===== src/rtl/pc_sequencer.sv =====
// Program-counter sequencer: steps the fetch/wait/update loop and computes the next PC
// (jump > taken branch > increment) for an external PC register.
module pc_sequencer (
  input  logic        clk,
  input  logic        seq_rst,
  input  logic [15:0] pc,
  input  logic        start,
  input  logic        instr_valid,
  input  logic        stall,
  input  logic        jump,
  input  logic [15:0] jump_target,
  input  logic        branch_taken,
  input  logic [15:0] branch_offset,
  input  logic        halt_req,
  output logic [15:0] pc_pre,
  output logic        pc_ld,
  output logic        pc_clr,
  output logic        fetch_req,
  output logic        halted,
  output logic [2:0]  seq_state
);

  typedef enum logic [2:0] {
    S_IDLE   = 3'b000,
    S_FETCH  = 3'b001,
    S_WAIT   = 3'b010,
    S_UPDATE = 3'b011,
    S_HALT   = 3'b100
  } state_t;

  state_t      state;
  state_t      next_state;
  logic        accept;
  logic [15:0] next_pc;

  // An instruction is taken only in WAIT, with a valid fetch and no freeze.
  assign accept = (state == S_WAIT) && instr_valid && !stall;

  always_comb begin
    next_pc = pc + 16'd1;
    if (jump) begin
      next_pc = jump_target;
    end else if (branch_taken) begin
      next_pc = pc + branch_offset;
    end
  end

  always_ff @(posedge clk) begin
    if (seq_rst) begin
      state  <= S_IDLE;
      pc_pre <= 16'h0000;
    end else begin
      state <= next_state;
      if (accept && !halt_req) begin
        pc_pre <= next_pc;
      end
    end
  end

  always_comb begin
    next_state = state;
    case (state)
      S_IDLE:   if (start) next_state = S_FETCH;
      S_FETCH:  if (!stall) next_state = S_WAIT;
      S_WAIT:   if (accept) next_state = halt_req ? S_HALT : S_UPDATE;
      S_UPDATE: if (!stall) next_state = S_FETCH;
      S_HALT:   next_state = S_HALT;
      default:  next_state = S_IDLE;
    endcase
  end

  assign pc_ld     = (state == S_UPDATE) && !stall;
  assign fetch_req = (state == S_FETCH) || (state == S_WAIT);
  assign pc_clr    = (state == S_IDLE);
  assign halted    = (state == S_HALT);
  assign seq_state = state;

endmodule


===== config.mk =====
export PLATFORM = sky130hd
export DESIGN_NAME = pc_sequencer
export DESIGN_NICKNAME = d
export VERILOG_FILES = /design/src/rtl/pc_sequencer.sv
export SDC_FILE = /design/constraint.sdc
export NUM_CORES = 1
export LEC_CHECK = 0
export ABC_CLOCK_PERIOD_IN_PS = 3300
export BUFFER_PORTS_ARGS = -buffer_cell sky130_fd_sc_hd__buf_4
export CELL_PAD_IN_SITES_DETAIL_PLACEMENT = 1
export CELL_PAD_IN_SITES_GLOBAL_PLACEMENT = 1
export CORE_ASPECT_RATIO = 0.9
export CORE_MARGIN = 4
export CORE_UTILIZATION = 37
export CTS_BUF_LIST = sky130_fd_sc_hd__clkbuf_8
export CTS_CLUSTER_SIZE = 25
export DETAILED_ROUTE_END_ITERATION = 16
export PLACE_DENSITY = 0.86
export SLEW_MARGIN = 20
export SYNTH_ARGS = -nofsm -noshare
export SYNTH_HDL_FRONTEND = slang
export SYNTH_SLANG_ARGS = --single-unit
export TNS_END_PERCENT = 30

===== constraint.sdc =====
create_clock -name clk -period 3.3 [get_ports clk]
set_input_delay 0.165 -clock clk [delete_from_list [all_inputs] [get_ports clk]]
set_output_delay 0.165 -clock clk [all_outputs]
set_load 0.02 [all_outputs]

# After elaboration in Yosys (flattened, before gate mapping)
# Index checks and enable logic that the tools add are counted.
[classes] addsub=2 n_eq_ne=8 n_mux=8 n_reduce_logical=9
[ops] operator="2-to-1 mux 16 bit" count=2
[ops] operator="adder 16 x 1 -> 16 bit, second input constant" count=1
[ops] operator="adder 16 bit" count=1
[ops] operator="2-to-1 mux 3 bit" count=5
[ops] operator="case mux 3 bit (5 select lines)" count=1
[ops] operator="!= test 2 bit, second input constant" count=4
[ops] operator="== test 3 x 2 -> 1 bit, second input constant" count=2
[ops] operator="logical AND 1 bit" count=4
[ops] operator="AND reduction 4 bit" count=1
[ops] operator="== test 3 x 1 -> 1 bit, second input constant" count=1
[ops] operator="== test 3 bit, second input constant" count=1
[ops] operator="zero test 3 bit" count=1
[ops] operator="zero test 1 bit" count=2
[ops] operator="logical OR 1 bit" count=1
[totals] register_bits=19 in_bits=56 word_cells=29

# Longest topological paths before layout
# Gate-level depths: netlist (run 1).
[logic_depth] word_depth=5 depth_mapped=11 ltp_nobuf=10

# Worst setup path after synthesis (run 1)
# Ideal clock, no wire load.
[synth_path] kind="in2reg" start="in branch_offset[0]" end="reg pc_pre[10]" setup_time_ps=86 arrival_time_ps=2008 t_required_ps=3214 slack_ps=1206 cell_stages=10 path_buffers=0 cell_sequence="nand2b_1 > ha_1 > fa_1 > a21oi_1 > o21ai_0 > a211o_1 > a21oi_1 > xnor2_1 > nand2_1 > a211oi_1"
[synth_via] elab_chain_len=3
[synth_lines] item="start, declared" line="13" rtl="input logic [15:0] branch_offset,"
[synth_lines] item="adder 16 bit" line="44" rtl="next_pc = pc + branch_offset;"
[synth_lines] item="2-to-1 mux 16 bit" line="43" rtl="end else if (branch_taken) begin"
[synth_lines] item="2-to-1 mux 16 bit" line="41" rtl="if (jump) begin"
[synth_lines] item="end signal, assigned" line="55" rtl="pc_pre <= next_pc;"
[synth_lines] item="end, declared" line="15" rtl="output logic [15:0] pc_pre,"
# Every way passes these cells.
# A chain may end at the register's enable or synchronous reset.

# Worst setup path after layout (run 1)
[layout_path] start="reg state[1], in the netlist seq_state[1]" end="reg pc_pre[12]"
[layout_via] elab_chain_len=4
[layout_lines] item="start, declared" line="31" rtl="state_t state;"
[layout_lines] item="start signal, assigned" line="53" rtl="state <= next_state;"
[layout_lines] item="== test 3 x 2 -> 1 bit" line="37" rtl="assign accept = (state == S_WAIT) && instr_valid && !stall;"
[layout_lines] item="logical AND 1 bit (2 in series)" line="37"
[layout_lines] item="logical AND 1 bit" line="54" rtl="if (accept && !halt_req) begin"
# Every way passes these cells.

==> reports/summary.txt, run 1 <==
status -> complete, no violations
Layout Nets -> 369
Hold Path Depth -> 3
Async SR Flop Fraction -> 0
DP HPWL -> 4510 µm
Max Fanout on Critical Path -> 26
Max VDD drop -> 0.110 mV
routed vias/inst -> 5.25
Post-Syn Area per Cell -> 7.82 µm²
layout cells sized above 1 -> 0.321
CP startpoint kind -> flop
reg2reg path depth -> 6
Synth Area in Compound Gates -> 0.261
sequential share of the synthesized area -> 0.214
die extent in y -> 73.7 µm
Pwr per Cell Area -> 285 mW/mm²
Tot GR Track Use -> 0.182
worst hold path class -> in -> reg
Worst Tran Pin Value -> 0.858 ns
later-pin clock latency in the skew report -> 0.26 ns
CP top delay family -> simple AND/OR/NAND/NOR gates
Multi-input gate area -> 0.00131 mm²
leak pwr -> 1.07 nW
relative slew slack -> 0.428
Final period util -> 0.653
CTS H-tree depth -> 1
RSZ-0062 raised after global routing -> false
critical path type -> reg -> reg
critical path buffer and inverter count -> 1
total grt overflow -> 0
DRT iter0 DRCs -> 44
Most used DFF post-synth -> dfxtp_1
antenna violations before repair -> 0
Simple-Gate Fraction of Synth Area -> 0.268
initial core utilization -> 0.390
I/O pin cnt -> 79
post-CTS sizing -> 0
synth unique cells -> 49
Register Area -> 380 µm²
antenna cells -> 0
Row Count -> 23
# DRC -> 0
filler instances -> 601
FF+latch count, synth -> 19
Syn Inst Count -> 227
clk_skew -> 0.00564 ns
placed cell areas -> 0.00238 mm²
pin count of the biggest net entering global routing -> 27
max frequency -> 464 MHz
endpoints failing setup -> 0
Root Driver -> clkbuf_8
CTS tree -> done
first-pass GRT wire length -> 8650 µm
Core ar. -> 0.00455 mm²
Synth Area in Adders -> 0.117
ANT nets after route -> 0
xor/xnor share of the synthesized area -> 0.0642
clock buffer depth -> 2
DRT Pass-1 Iters -> 4
Worst path max stage delay -> 0.73 ns
worst endpoint data arrival time -> 2.35 ns
CP max-delay cell -> and2_1
crit path time final -> 2.16 ns
Die X -> 81.0 µm
CTS Hold Buffers Added -> 0
DR WL/cell -> 14.9 µm
Crit path depth -> 6
Synthesized Nets -> 299
Final Cell Area -> 0.00242 mm²
post-CTS setup buffers -> 0
vias in the first global route -> 1839
Final TNS setup -> 0 ns
synth warn -> 0
Max Cap Violations -> 0
DR vias -> 1880
Post-synth EDFFs -> 0
Final Hold Vio Count -> 0
post-synthesis mux area share -> 0.0282
count of final max-slew check failures -> 0
CP Capture Type -> flop
final wirelength -> 5340 µm
Reg clk slew, reported paths -> 0.07 ns
IO buf count -> 78
CTS sink cnt -> 19
synthesis-to-finish area growth -> 36.5%
die area -> 0.00597 mm²
CP cell instances -> inv_1, nor3b_2, and2_1, and3_1, a21oi_1, o22ai_1
main combinational cell family by area after synthesis -> simple AND/OR/NAND/NOR gates
critical path required time -> 3.49 ns
synthesized cell area -> 0.00177 mm²
CTS Buf Count -> 3
routability congestion estimate -> 0.796
worst min-delay path: cells and delay by family:
kind	cells	cell delay [ns]
AOI/OAI and AO/OA	1	0.08
buffers and inverters	1	0.11
and+or+nand+nor	1	0.06
kinds of logic (layout without fill, tap and decap cells):
logic type	count (synthesis)	count (layout)
compound gates	64	64
xor+xnor	13	13
fa+ha+maj	16	16
buf+inv	19	88
flops	19	19
mux	5	5
simple gates	91	91
cells in the final DEF (no fill, tap or decap), types with 2 or more instances in the layout:
| master | netlist | layout |
|---|---|---|
| nor2_1 | 23 | 23 |
| a211oi_1 | 4 | 4 |
| inv_1 | 6 | 6 |
| a211oi_2 | 2 | 2 |
| a21oi_1 | 22 | 22 |
| a311oi_1 | 5 | 5 |
| mux2i_1 | 5 | 5 |
| nand2b_1 | 2 | 2 |
| buf_4 | 2 | 78 |
| o22ai_1 | 2 | 2 |
| o211ai_1 | 6 | 6 |
| a2111oi_0 | 2 | 2 |
| nand4_1 | 3 | 3 |
| ha_1 | 15 | 15 |
| a21o_1 | 4 | 4 |
| dfxtp_1 | 19 | 19 |
| nor3_1 | 8 | 8 |
| clkbuf_8 | 0 | 3 |
| nand3_1 | 4 | 4 |
| nand2_1 | 24 | 24 |
| and2_1 | 15 | 15 |
| xnor2_1 | 7 | 7 |
| xor2_1 | 6 | 6 |
| o21ai_0 | 6 | 6 |
synthesized netlist by cell type (2+ instances only):
cell        n  area share
a211oi_2    2       0.014
dfxtp_1    19        0.21
xnor2_1     7       0.035
xor2_1      6       0.030
buf_4       2      0.0085
and2_1     15       0.053
nand3_1     4       0.011
inv_1       6       0.013
o22ai_1     2      0.0071
nor3_1      8       0.023
o21ai_0     6       0.017
a2111oi_0   2      0.0099
clkbuf_1    7       0.015
buf_2       4       0.011
o211ai_1    6       0.025
nor2_1     23       0.049
ha_1       15        0.11
mux2i_1     5       0.028
nand2_1    24       0.051
a211oi_1    4       0.017
nand4_1     3       0.011
a311oi_1    5       0.025
a21oi_1    22       0.062
a21o_1      4       0.017
nand2b_1    2      0.0071
metrics by stage:
stage / hold WS, ns / setup slack [ns] / util / instances / power, mW
detailed placement: 0.469 / 0.848 / 0.523 / 354 / 0.535
global placement: 0.455 / 0.948 / 0.523 / 354 / 0.527
global route: 0.201 / 0.919 / 0.533 / 358 / 0.735
finish: 0.192 / 1.14 / 0.533 / 358 / 0.691
CTS: 0.193 / 1.12 / 0.533 / 358 / 0.698
floorplan: 0.332 / 1.21 / - / 227 / 0.429
where the power goes:
group | total [mW] | internal [mW] | switching, mW
registers | 0.244 | 0.234 | 0.00937
logic | 0.284 | 0.138 | 0.146
clock network | 0.163 | 0.0840 | 0.0794
layer usage:
metal / track usage / part of all wire / vias to the layer above
met1: 0.235 / 0.46 / 867
met3: 0.0147 / 0.044 / 4
li1: - / - / 964
met5: 0 / 0 / -
met2: 0.325 / 0.48 / 45
met4: 0.0507 / 0.012 / 0
layout make-up:
| type | count | share of cell area |
|---|---|---|
| Tap cell | 62 | 0.0320 |
| Timing Repair Buffer | 78 | 0.242 |
| Clock buffer | 3 | 0.0170 |
| Sequential cell | 19 | 0.157 |
| Clock inverter | 1 | 0.00207 |
| Inverter | 6 | 0.00930 |
| Multi-Input combinational cell | 189 | 0.541 |
flip-flops by register name (all words and copies together) (netlist names):
register	flops
pc_pre	16
seq_state	3
final timing paths:
path,from,endpoint,slack (ns)
max,seq_state[1]$_SDFFE_PP0P_,pc_pre[12]$_SDFFE_PP0P_,1.14
min,jump_target[11],pc_pre[11]$_SDFFE_PP0P_,0.19
max reg2reg,seq_state[1]$_SDFFE_PP0P_,pc_pre[12]$_SDFFE_PP0P_,1.14
min reg2reg,pc_pre[2]$_SDFFE_PP0P_,pc_pre[2]$_SDFFE_PP0P_,0.47
No activity file was read; power rests on OpenSTA's default activity.
==> run 2, diff against run 1 <==
--- a/config.mk
+++ b/config.mk
@@ -5,17 +5,17 @@
 export SDC_FILE = /design/constraint.sdc
 export NUM_CORES = 1
 export LEC_CHECK = 0
-export ABC_CLOCK_PERIOD_IN_PS = 3300
+export ABC_CLOCK_PERIOD_IN_PS = 1950
 export BUFFER_PORTS_ARGS = -buffer_cell sky130_fd_sc_hd__buf_4
 export CELL_PAD_IN_SITES_DETAIL_PLACEMENT = 1
 export CELL_PAD_IN_SITES_GLOBAL_PLACEMENT = 1
 export CORE_ASPECT_RATIO = 0.9
 export CORE_MARGIN = 4
-export CORE_UTILIZATION = 37
+export CORE_UTILIZATION = 31
 export CTS_BUF_LIST = sky130_fd_sc_hd__clkbuf_8
 export CTS_CLUSTER_SIZE = 25
 export DETAILED_ROUTE_END_ITERATION = 16
-export PLACE_DENSITY = 0.86
+export PLACE_DENSITY = 0.77
 export SLEW_MARGIN = 20
 export SYNTH_ARGS = -nofsm -noshare
 export SYNTH_HDL_FRONTEND = slang
==> constraint.sdc (replaced) <==
create_clock -name clk -period 1.95 [get_ports clk]
set_input_delay 0.0975 -clock clk [delete_from_list [all_inputs] [get_ports clk]]
set_output_delay 0.0975 -clock clk [all_outputs]
set_load 0.02 [all_outputs]
==> run 2 against run 1 <==
Net effect:
- global-route usage shrank 1.6 points
- sequential share of layout area shrank 2.1 points
- sequential power grew 64%
- clock power grew 68%
- core utilization shrank 1.7 points
- register-to-register slack lost 0.82 ns
- highest routed layer unchanged
==> reports/summary.txt, run 2 (same netlist as run 1, synthesis figures left out) <==
status -> complete, no violations
count of final max-slew check failures -> 0 (unchanged)
DR WL/cell -> 14.6 µm (-2.4%)
I/O pin cnt -> 79 (unchanged)
placed cell areas -> 0.00268 mm² (+13%)
pin count of the biggest net entering global routing -> 23 (-15%)
Row Count -> 25 (+8.7%)
ANT nets after route -> 0 (unchanged)
pre-CTS WS -> -0.297 ns (-1.15 ns)
Max Fanout on Critical Path -> 10 (-62%)
flip-flop count of the largest register after layout -> 16 (unchanged)
CTS sink cnt -> 19 (unchanged)
synthesis-to-finish area growth -> 57.2%
clock buffer depth -> 2 (unchanged)
commonest non-fill, non-tap cell in the layout -> buf_4
antenna violations before repair -> 0 (unchanged)
die area -> 0.00700 mm² (+17%)
CP dominant cell by count -> buf_4
CTS Buf Count -> 3 (unchanged)
Final Cell Area -> 0.00279 mm² (+15%)
leak pwr -> 1.28 nW (+19%)
Worst path max stage delay -> 0.39 ns (-0.34 ns)
routed vias/inst -> 5.01 (-4.6%)
DRT Pass-1 Iters -> 3 (-1)
worst endpoint data arrival time -> 2.06 ns (-0.29 ns)
critical path type -> in -> reg
DP HPWL -> 5030 µm (+11%)
most frequent cells in the layout -> buf_4, nand2_1, nor2_1
endpoints failing setup -> 0 (unchanged)
Max VDD drop -> 0.256 mV (+130%)
CP max-delay cell -> o32ai_4
vias in the first global route -> 2073 (+13%)
total grt overflow -> 0 (unchanged)
Final Hold Vio Count -> 0 (unchanged)
CTS H-tree depth -> 1 (unchanged)
crit path time final -> 1.89 ns
final wirelength -> 5880 µm (+10%)
later-pin clock latency in the skew report -> 0.25 ns (about the same)
Reg clk slew, reported paths -> 0.07 ns (about the same)
# DRC -> 0 (unchanged)
Register Area -> 380 µm² (unchanged)
worst hold path class -> in -> reg
DRT iter0 DRCs -> 55 (+25%)
relative slew slack -> 0.566 (+0.138)
routability congestion estimate -> 0.875 (+9.8%)
antenna cells -> 0 (unchanged)
Final period util -> 0.971
filler instances -> 689 (+15%)
CP cell instances -> buf_4, buf_4, and2_1, ha_1, buf_4, nand4_1, o32ai_4, xor2_2, nand2_1, a311oi_2
DR vias -> 2024 (+7.7%)
max frequency -> 528 MHz
Top reg by flops -> pc_pre
Core ar. -> 0.00541 mm² (+19%)
Final TNS setup -> 0 ns (unchanged)
clk_skew -> 0.00155 ns (-0.00409 ns)
Multi-input gate area -> 0.00136 mm² (+4.0%)
Layout Nets -> 410 (+11%)
RSZ-0062 raised after global routing -> true
IO buf count -> 78 (unchanged)
initial core utilization -> 0.328 (-0.0623)
Worst Tran Pin Value -> 0.634 ns (-0.224 ns)
CP Capture Type -> flop
die extent in y -> 79.8 µm (+8.2%)
critical path required time -> 2.12 ns (-1.37 ns)
Die X -> 87.7 µm (+8.3%)
CTS tree -> done
final worst setup slack -> 0.0574 ns (-1.09 ns)
first-pass GRT wire length -> 9500 µm (+9.8%)
final core occ -> 0.515 (-0.0174)
Pwr per Cell Area -> 460 mW/mm² (+61%)
Root Driver -> clkbuf_8
CP startpoint kind -> input port
Tot GR Track Use -> 0.167 (-0.0158)
Tot Pwr -> 1.28 mW (+85%)
layout cells sized above 1 -> 0.433 (+0.112)
Max Cap Violations -> 0 (unchanged)
-- run 2: cell types whose count changed in the layout (fill, tap and decap cells not counted), sizes merged --
| cell | change |
|---|---|
| buf | +41 |
-- run 2: cell type report --
| type | count | share of cell area |
|---|---|---|
| Tap cell | 67 | 0.0301 |
| Timing Repair Buffer | 119 | 0.320 |
| Sequential cell | 19 | 0.136 |
| Clock inverter | 1 | 0.00179 |
| Inverter | 6 | 0.00808 |
| Multi-Input combinational cell | 189 | 0.489 |
| Clock buffer | 3 | 0.0148 |
-- run 2: repair_timing --
item                       4_1_cts  5_1_grt
setup endpoints to repair        2        7
gates resized for setup          1        9
hold buffers                     0        0
pin swaps                        1        3
setup buffers                    1        1
-- run 2: path summary, 6_finish.rpt --
| check | startpoint | to | slack, ns | depth (start not counted) |
|---|---|---|---|---|
| worst max-delay path | branch_taken | pc_pre[11]$_SDFFE_PP0P_ | 0.06 | 10 |
| worst min-delay path | jump_target[15] | pc_pre[15]$_SDFFE_PP0P_ | 0.13 | 3 |
| worst max register to register | seq_state[2]$_SDFFE_PP0P_ | pc_pre[6]$_SDFFE_PP0P_ | 0.32 | 5 |
| worst min register to register | pc_pre[2]$_SDFFE_PP0P_ | pc_pre[2]$_SDFFE_PP0P_ | 0.46 | 2 |
-- run 2: worst max-delay path, delay by kind of cell --
family / cells / cell delay, ns
buffers and inverters: 3 / 0.42
and+or+nand+nor: 3 / 0.40
AOI/OAI and AO/OA: 2 / 0.67
adders and majority gates: 1 / 0.28
xor gates and xnor gates: 1 / 0.18
-- run 2: where the power goes --
part	switching (mW)	internal, mW	leakage [nW]
clock network	0.132	0.142	0.0255
registers	0.00520	0.396	0.154
logic	0.291	0.316	1.10
-- run 2: metrics by stage --
step,hold WS (ns),cells
finish,0.131,404
global placement,0.386,398
CTS,0.126,403
floorplan,0.265,227
global route,0.143,404
detailed placement,0.392,398
-- run 2: layer usage --
| metal | share of wire | GRT usage | vias to the layer above |
|---|---|---|---|
| met5 | 0 | 0 | - |
| met4 | 0.012 | 0.0399 | 0 |
| met3 | 0.044 | 0.0186 | 4 |
| met2 | 0.48 | 0.284 | 40 |
| met1 | 0.46 | 0.222 | 934 |
| li1 | - | - | 1046 |
